### config.mk
export PLATFORM = sky130hd
export DESIGN_NAME = pipe_stall_ctrl
export DESIGN_NICKNAME = d
export VERILOG_FILES = /design/src/rtl/pipe_ctrl_pkg.sv /design/src/rtl/hazard_detect.sv /design/src/rtl/pipe_stall_ctrl.sv
export SDC_FILE = /design/constraint.sdc
export NUM_CORES = 1
export LEC_CHECK = 0
export ABC_CLOCK_PERIOD_IN_PS = 2200
export CAP_MARGIN = 25
export CORE_MARGIN = 2
export CORE_UTILIZATION = 44
export CTS_BUF_LIST = sky130_fd_sc_hd__clkbuf_8
export DETAILED_ROUTE_END_ITERATION = 8
export GPL_TIMING_DRIVEN = 0
export PLACE_DENSITY = 0.74
export SETUP_SLACK_MARGIN = 0.4
export SYNTH_ARGS = -nofsm -noshare
export SYNTH_HDL_FRONTEND = slang
export SYNTH_SLANG_ARGS = --single-unit
### constraint.sdc
create_clock -name clk -period 2.2 [get_ports clk]
set_input_delay 0.33 -clock clk [delete_from_list [all_inputs] [get_ports clk]]
set_output_delay 0.33 -clock clk [all_outputs]
set_load 0.05 [all_outputs]
### src/rtl/pipe_ctrl_pkg.sv
// Shared constants and types for the pipeline stall controller: FSM state
// encoding, default multiplier/divider latencies and the latency-counter width.
package pipe_ctrl_pkg;

   // Default EX-side latencies of the multi-cycle units.
   localparam int unsigned MUL_CYCLES_DEF = 4;
   localparam int unsigned DIV_CYCLES_DEF = 32;

   // Latencies may reach 63, so the down-counter is 6 bits wide.
   localparam int CNT_W = 6;

   // Two-bit FSM state encoding.
   localparam logic [1:0] ST_IDLE = 2'd0;
   localparam logic [1:0] ST_BUSY = 2'd1;
   localparam logic [1:0] ST_DONE = 2'd2;

   typedef enum logic [1:0] {
      IDLE = ST_IDLE,
      BUSY = ST_BUSY,
      DONE = ST_DONE
   } md_state_e;

   // Counter value loaded in the start cycle. The start cycle is the first
   // stalled cycle, so the counter holds latency-1.
   function automatic logic [CNT_W-1:0] latency_load(input logic        is_div,
                                                     input int unsigned mul_c,
                                                     input int unsigned div_c);
      int unsigned lat;
      lat = is_div ? div_c : mul_c;
      return CNT_W'(lat - 1);
   endfunction

endpackage

### src/rtl/hazard_detect.sv
// Load-use hazard detection: the instruction in ID reads a register that the
// load currently in EX has not yet written back. Purely combinational.
module hazard_detect (
   input  logic [4:0] rs_addr_i,
   input  logic [4:0] rt_addr_i,
   input  logic       uses_rs_i,
   input  logic       uses_rt_i,
   input  logic       is_lw_ex_i,
   input  logic       write_ex_i,
   input  logic [4:0] w_addr_ex_i,
   output logic       load_use_o
);

   logic rs_hit;
   logic rt_hit;

   // Register 0 is hard-wired to zero, so a load targeting it never creates a hazard.
   always_comb begin
      rs_hit     = uses_rs_i & (rs_addr_i == w_addr_ex_i);
      rt_hit     = uses_rt_i & (rt_addr_i == w_addr_ex_i);
      load_use_o = is_lw_ex_i & write_ex_i & (w_addr_ex_i != 5'd0) & (rs_hit | rt_hit);
   end

endmodule

### src/rtl/pipe_stall_ctrl.sv
// Pipeline stall controller. Combines the load-use interlock with the
// sequencing of the multi-cycle multiplier/divider, suppresses ID-stage
// flushes while stalled, and counts stalled cycles with saturation.
module pipe_stall_ctrl
   import pipe_ctrl_pkg::*;
#(
   parameter int unsigned MUL_CYCLES = MUL_CYCLES_DEF,
   parameter int unsigned DIV_CYCLES = DIV_CYCLES_DEF
) (
   input  logic        clk,
   input  logic        rst,
   input  logic [4:0]  rs_addr_id,
   input  logic [4:0]  rt_addr_id,
   input  logic        uses_rs_id,
   input  logic        uses_rt_id,
   input  logic        is_mul_id,
   input  logic        is_div_id,
   input  logic        branch_taken_id,
   input  logic        is_lw_ex,
   input  logic        write_ex,
   input  logic [4:0]  w_addr_ex,
   output logic        stall_pc,
   output logic        stall_if_id,
   output logic        bubble_id_ex,
   output logic        flush_if_id,
   output logic        md_start,
   output logic        md_is_div,
   output logic        md_busy,
   output logic        md_done,
   output logic [31:0] stall_cycles
);

   md_state_e        state_q, state_d;
   logic [CNT_W-1:0] cnt_q, cnt_d;
   logic             is_div_q, is_div_d;
   logic [31:0]      stall_cnt_q, stall_cnt_d;

   logic             load_use;
   logic             md_req;
   logic             start_c;
   logic             busy_c;
   logic             stall_c;

   hazard_detect u_hazard_detect (
      .rs_addr_i   (rs_addr_id),
      .rt_addr_i   (rt_addr_id),
      .uses_rs_i   (uses_rs_id),
      .uses_rt_i   (uses_rt_id),
      .is_lw_ex_i  (is_lw_ex),
      .write_ex_i  (write_ex),
      .w_addr_ex_i (w_addr_ex),
      .load_use_o  (load_use)
   );

   assign md_req = is_mul_id | is_div_id;

   // Next-state logic of the multiply/divide sequencer and the stall request.
   // NOTE: every variable gets a default before the case so no path leaves it
   // unassigned; a missing default would infer a latch.
   always_comb begin
      state_d  = state_q;
      cnt_d    = cnt_q;
      is_div_d = is_div_q;
      start_c  = 1'b0;
      busy_c   = 1'b0;
      stall_c  = 1'b0;
      case (state_q)
         IDLE: begin
            // A load-use hazard wins: the operation starts once the load
            // has moved on and the bubble sits in EX.
            if (md_req && !load_use) begin
               start_c  = 1'b1;
               busy_c   = 1'b1;
               state_d  = BUSY;
               cnt_d    = latency_load(is_div_id, MUL_CYCLES, DIV_CYCLES);
               is_div_d = is_div_id;
            end
            stall_c = load_use | start_c;
         end
         BUSY: begin
            // EX holds a bubble here, so the load-use term is irrelevant.
            stall_c = 1'b1;
            busy_c  = 1'b1;
            cnt_d   = cnt_q - CNT_W'(1);
            if (cnt_q <= CNT_W'(1)) begin
               state_d = DONE;
            end
         end
         DONE: begin
            // The waiting instruction advances; new requests are ignored
            // for this one cycle.
            state_d = IDLE;
         end
         default: begin
            state_d = IDLE;
         end
      endcase
   end

   // Saturating count of stalled cycles.
   always_comb begin
      stall_cnt_d = stall_cnt_q;
      if (stall_pc && (stall_cnt_q != 32'hFFFF_FFFF)) begin
         stall_cnt_d = stall_cnt_q + 32'd1;
      end
   end

   // State, latency counter, operation type and stall counter registers.
   // NOTE: sequential state uses non-blocking assignments so every register
   // samples its next value from the same pre-edge snapshot.
   always_ff @(posedge clk or negedge rst) begin
      if (!rst) begin
         state_q     <= IDLE;
         cnt_q       <= '0;
         is_div_q    <= 1'b0;
         stall_cnt_q <= '0;
      end else begin
         state_q     <= state_d;
         cnt_q       <= cnt_d;
         is_div_q    <= is_div_d;
         stall_cnt_q <= stall_cnt_d;
      end
   end

   // Output decode. The combinational terms are qualified with reset so
   // that a live hazard on the inputs cannot raise a stall while in reset.
   always_comb begin
      stall_pc     = rst & stall_c;
      stall_if_id  = rst & stall_c;
      bubble_id_ex = rst & stall_c;
      flush_if_id  = rst & branch_taken_id & ~stall_c;
      md_start     = rst & start_c;
      md_busy      = rst & busy_c;
      md_done      = (state_q == DONE);
      // Valid from the start cycle onward and held until the next start.
      md_is_div    = rst & (start_c ? is_div_id : is_div_q);
      stall_cycles = stall_cnt_q;
   end

endmodule

==> out/metrics.yaml, run 1 <==
fmax_mhz: 408
initial_utilization_pct: 45.9
path_clk_slew_ps: 80
period_needed_ps: 2450
core.rowCount: 25
worstSkewPairLatency_ps: 290
cts_tree: "built"
cts_max_path_buffers: 2
numPortBuffers: 63
yosysWarningCount: 0
hpwlAfterDp_um: 3530
ff2ff_setup_slack_ps: -100
run_status: "finished with violations"
timing_hold_violations_final: 0
critical-path-top-cell-by-count: "buf_8"
worst_setup_path_startpoint: "w_addr_ex[1]"
numCtsBuffers: 5
gr-usage-all-layers_pct: 20.4
die_width_um: 74.5
nFillCells: 330
vdd_drop_max_mv: 0.525
critPathCaptureType: "output pin"
fin_total_pwr_mw: 3.40
core_area_mm2: 0.00475
drc: 0
syn_nets: 229
drv_cap: 0
io-pin-count: 64
layout_commonest_cell: "dlygate4sd2_1"
drtPass1Iterations: 4
portion_of_the_post_synthesis_area_used_by_sequential_elements_pct: 47.0
cts_num_sinks: 41
syn_inst: 202
critical_path.n_buffers_inverters: 3
cp_cell_sequence: "buf_8 > or3_4 > o311a_4 > a2111oi_4 > buf_4 > o21ai_4 > and2_4 > buf_8"
tightestPinTransition_ps: 503
layout_worst_path_cycle_share_pct: 112
worstSetupStartpointType: "primary input"
antenna_found_initial: 0
crit_slowest_cell: "a2111oi_4"
via_count: 1942
die-height_um: 74.5
layout.cells.most_common_list: "dlygate4sd2_1, xnor2_1, buf_4"
post_synth.cell_area_avg_um2: 10.8
htreeDepth: 2
yosys.cell_types.count: 42
totalWireLength_um: 5810
timing.critical_path.slowest_cell_delay_ps: 430
critPathArrivalTime_ps: 2120
final_setup_skew_ps: 7.02
layout-area-overhead-vs-synth_pct: 65.8
drv_slew: 0
violations: "negative setup slack"
power_per_cell_area_mw_per_mm2: 940
worstReg2RegStart: "stall_cycles[5]"
gp_weighted_congestion: 0.814
timing.setup.critical_path_class: "primary input to output pin"
wl_per_cell_um: 15.4
final_core_utilization_pct: 76.2
leakage_power_total_nw: 1.70
max_slew_margin_pct: 66.4
required_ps: 1870
grt_pass1_wl_um: 8540
synth.ff_latch_count: 41
preCtsSetupSlack_ps: -1500
cp_top_family: "compound AO/OA/AOI/OAI gates"
nets: 337
drtAntennaViolNets: 0
final-instance-count-excl-fill: 378
reg2reg_to: "stall_cycles[1]"
grt_setup_unrepaired: "yes"
path_max_fanout: 5
post_route_cells_drive_above_1_share_pct: 47.6
inserted_diodes: 0
total_die_area_mm2: 0.00554
vias_in_the_first_global_route: 1856
hold_class: "primary input to async pin"
global_route.overflow_total: 0
report.final.setup_viol: 28
finalSetupTns_ps: -1810
logic_depth_of_the_worst_register_to_register_path: 8
final.setup.worst_slack_ps: -254
cts_root_buffer: "clkbuf_8"
placed_cells: 333
grt_start_max_net_pins: 43
initialDrtViolationCount: 109
synthesis.area_mm2: 0.00218
post_drt_via_cell_ratio: 5.14
-- logic make-up after synthesis --
family / Yosys count / synth area share, %
simple gates: 84 / 22.3
xor+xnor: 42 / 16.8
flops: 41 / 47.0
compound gates: 18 / 7.85
buf+inv: 12 / 3.32
fa+ha+maj: 3 / 1.72
mux: 2 / 0.974
-- power breakdown --
part	internal (mW)	switching (mW)
combinational	0.772	0.913
sequential	0.900	0.183
clock	0.369	0.268
total	2.04	1.36
-- synthesized netlist by cell type (all sizes together) --
master   count  area share (%)
nand4       11             3.2
and3         7             2.2
and4bb       1            0.57
nand2b       2            0.57
a21oi        1            0.23
clkbuf       1            0.17
a21o         1            0.34
nor2        12             2.1
nor2b        2            0.57
nand2       15             2.6
nor4         2            0.86
and4         4             1.8
a2111oi      2             2.5
nand3       13             3.2
and2         4             1.2
mux2         1            0.52
or2          1            0.29
mux2i        1            0.46
inv          5            0.86
o21ai        7             1.6
xor2         7             2.8
o21a         1            0.34
o211a        1            0.46
xnor2       35              14
ha           3             1.7
o31a         1            0.40
o311a        1            0.97
nor3         6             1.8
or2b         1            0.40
nand4b       1            0.40
o22ai        2            0.57
buf          6             2.3
a31o         1            0.40
or3          2            0.57
dfrtp       41              47
-- per-stage QoR --
step	hold WS (ps)	cell area (um2)
floorplan	34.4	2280
global placement	467	2990
detailed placement	153	3010
CTS	16.1	3380
global route	19.1	3620
finish	13.2	3620
-- flip-flops by register name (all words and copies together) (netlist names) --
| signal | cells |
|---|---|
| state_q | 2 |
| is_div_q | 1 |
| stall_cycles | 32 |
| cnt_q | 6 |
-- layout make-up --
type | instances | area, um2 | share of cell area, %
plain buffers | 7 | 67.6 | 1.87
repair buffers | 101 | 948 | 26.2
clock buffers | 6 | 82.6 | 2.28
clock inverters | 2 | 37.5 | 1.04
multi-input cells | 149 | 1330 | 36.8
inverters | 5 | 18.8 | 0.518
flip-flops and latches | 41 | 1050 | 29.1
well taps | 67 | 83.8 | 2.31
-- worst max-delay path by stage --
| stage | endpoint | slack (ps) | cells after the start |
|---|---|---|---|
| 2_1_floorplan | md_is_div | -90 | 6 |
| 3_3_place_gp | stall_pc | -1870 | 5 |
| 3_5_place_dp | md_is_div | -1500 | 8 |
| 4_1_cts | md_is_div | -320 | 8 |
| 5_1_grt | md_is_div | -300 | 8 |
| 6_report | md_is_div | -250 | 8 |
-- what timing repair did --
item	CTS	global route
endpoints found under the setup margin	80	45
hold endpoints to repair	3	0
gates resized for setup	157	42
gates cloned	2	0
pin swaps	17	23
buffers inserted	17	17
hold buffers	1	0
-- per-layer routing --
layer	global-route usage, %	part of all wire (%)	vias up	wire length [um]
li1	-	-	917	-
met1	25.1	43	941	2510
met2	34.1	48	75	2770
met3	5.56	7.5	9	435
met4	7.94	1.6	0	91
met5	0	0	-	0
(Power assumes the default switching activity.)
==> run 2: changes to the inputs <==
ABC_CLOCK_PERIOD_IN_PS = unset   (was 2200)
CAP_MARGIN = unset   (was 25)
==> results of run 2 <==
The final DEF is identical to that of run 1; final timing and power are the same.
==> run 3: changes to the inputs <==
PLACE_DENSITY = 0.78   (was 0.74)
==> out/metrics.yaml, run 3 (synthesis gave the netlist of run 1 again) <==
nets: 330  # was 337
cts_root_buffer: "clkbuf_8"  # unchanged
gp_weighted_congestion: 0.858  # was 0.814
grt_start_max_net_pins: 25  # was 43
grt_pass1_wl_um: 8890  # was 8540 um
initialDrtViolationCount: 81  # was 109
path_max_fanout: 3  # was 5
global_route.overflow_total: 0  # unchanged
fin_total_pwr_mw: 3.19  # was 3.40 mW
critical_path.n_buffers_inverters: 3  # unchanged
cts.hold.buffers_added: 0  # was 1
final-seq-area_mm2: 0.00105  # unchanged
drtAntennaViolNets: 0  # unchanged
drv_slew: 0  # unchanged
required_ps: 1870  # about the same
fmax_mhz: 418  # was 408 MHz
cts_max_path_buffers: 2  # unchanged
path_clk_slew_ps: 90  # was 80 ps
report.final.setup_viol: 8  # was 28
cp_top_family: "compound AO/OA/AOI/OAI gates"  # unchanged
violations: "negative setup slack"  # unchanged
core_area_mm2: 0.00475  # unchanged
nFillCells: 333  # was 330
layout_commonest_cell: "dlygate4sd2_1"  # unchanged
final.setup.worst_slack_ps: -193  # was -254 ps
drv_cap: 0  # unchanged
vdd_drop_max_mv: 0.538  # was 0.525 mV
layout.cells.most_common_list: "dlygate4sd2_1, xnor2_1, buf_4"  # unchanged
io-pin-count: 64  # unchanged
placed_cells: 333  # unchanged
total_die_area_mm2: 0.00554  # unchanged
period_needed_ps: 2390  # was 2450 ps
post_route_cells_drive_above_1_share_pct: 47.7  # was 47.6%
numCtsBuffers: 5  # unchanged
timing.critical_path.slowest_cell_delay_ps: 390  # was 430 ps
final-instance-count-excl-fill: 371  # was 378
layout-area-overhead-vs-synth_pct: 65.4  # was 65.8%
numPortBuffers: 63  # unchanged
leakage_power_total_nw: 1.73  # was 1.70 nW
largest_reg_flops: 32  # unchanged
multi_input_comb_area_mm2: 0.00139  # was 0.00133 mm2
post_drt_via_cell_ratio: 5.24  # was 5.14
cts_num_sinks: 41  # unchanged
timing.setup.critical_path_class: "primary input to output pin"  # unchanged
max_slew_margin_pct: 62.6  # was 66.4%
layout_worst_path_cycle_share_pct: 109  # was 112%
worstSetupStartpointType: "primary input"  # unchanged
vias_in_the_first_global_route: 1877  # was 1,856
worstSkewPairLatency_ps: 310  # was 290 ps
totalWireLength_um: 5990  # was 5810 um
drc: 0  # unchanged
power_per_cell_area_mw_per_mm2: 884  # was 940 mW/mm2
die-height_um: 74.5  # unchanged
hpwlAfterDp_um: 3700  # was 3530 um
timing_hold_violations_final: 0  # unchanged
cts_tree: "built"  # unchanged
critPathArrivalTime_ps: 2060  # was 2120 ps
drtPass1Iterations: 4  # unchanged
wl_per_cell_um: 16.1  # was 15.4 um
grt_setup_unrepaired: "yes"  # unchanged
tightestPinTransition_ps: 561  # was 503 ps
core.rowCount: 25  # unchanged
hold_class: "primary input to async pin"  # unchanged
initial_utilization_pct: 45.9  # unchanged
gr-usage-all-layers_pct: 21.2  # was 20.4%
die_width_um: 74.5  # unchanged
antenna_found_initial: 0  # unchanged
final_setup_skew_ps: 17.4  # was 7.02 ps
inserted_diodes: 0  # unchanged
crit_slowest_cell: "a2111oi_4"  # unchanged
htreeDepth: 2  # unchanged
critPathCaptureType: "output pin"  # unchanged
via_count: 1944  # was 1,942
run_status: "finished with violations"  # unchanged
cp_cell_sequence: "buf_8 > or3_4 > o311a_4 > a2111oi_4 > buf_4 > nor2_4 > nor2_4 > buf_8"  # was buf_8 > or3_4 > o311a_4 > a2111oi_4 > buf_4 > o21ai_4 > and2_4 > buf_8
==> run 3: cell types whose count changed in the layout (fill, tap and decap cells not counted), sizes merged <==
cell / change
clkbuf: -5
clkinvlp: -1
clkdlybuf4s50: +1
buf: -6
dlygate4sd3: -1
clkinv: +1
dlygate4sd2: +1
inv: +1
clkdlybuf4s15: +3
dlymetal6s2s: -1
==> run 3: worst paths after layout <==
kind	start	to	slack [ps]	cells past startpoint
setup / recovery	w_addr_ex[0]	md_busy	-190	8
hold / removal	rst	stall_cycles[20]	3	1
setup reg to reg	stall_cycles[11]	stall_cycles[1]	-120	8
hold reg to reg	stall_cycles[18]	stall_cycles[18]	480	1
max in group asynchronous	rst	stall_cycles[10]	1670	2
min in group clk	stall_cycles[18]	stall_cycles[18]	480	1
==> run 3: layer usage <==
metal / GRT usage (%) / vias up / part of all wire [%]
met5: 0 / - / 0
met4: 6.55 / 0 / 1.9
met3: 6.91 / 12 / 8.6
met2: 36.1 / 70 / 49
met1: 25.6 / 958 / 40
li1: - / 904 / -
==> run 3: power by group <==
group	switching, mW	internal (mW)
registers	0.183	0.900
clock network	0.263	0.332
logic	0.875	0.640
total	1.32	1.87
==> run 3: cell type report <==
type | count | area share [%]
Multi-Input combinational cell | 149 | 38.4
Sequential cell | 41 | 29.1
Timing Repair Buffer | 94 | 24.7
Tap cell | 67 | 2.32
Buffer | 7 | 1.97
Clock buffer | 5 | 1.90
Clock inverter | 3 | 1.07
Inverter | 5 | 0.519
==> run 3: repair_timing <==
action                     CTS  global route
cloned                       2             0
buffers inserted            17            11
setup endpoints to repair   80            45
pin swaps                   53            26
gates resized for setup    172            27
==> run 3: through the flow <==
stage / util, % / hold WS [ps] / setup TNS (ps) / setup WS (ps) / area, um2
6_report: 76.0 / 3.49 / -885 / -193 / 3610
3_5_place_dp: 63.4 / 352 / -29630 / -1510 / 3020
3_3_place_gp: 62.9 / 464 / -80820 / -1830 / 2990
2_1_floorplan: - / 34.4 / -374 / -90.4 / 2280
5_1_grt: 76.0 / 41.5 / -1930 / -228 / 3610
4_1_cts: 71.9 / 25.6 / -1430 / -292 / 3420
==> run 3: worst register-to-register path: cells and delay by family, from the launching register on <==
family	cells	cell delay [ps]
DFF	1	420
AOI/OAI and AO/OA	1	190
and+or+nand+nor	4	1040
muxes	1	300
buffers and inverters	2	250
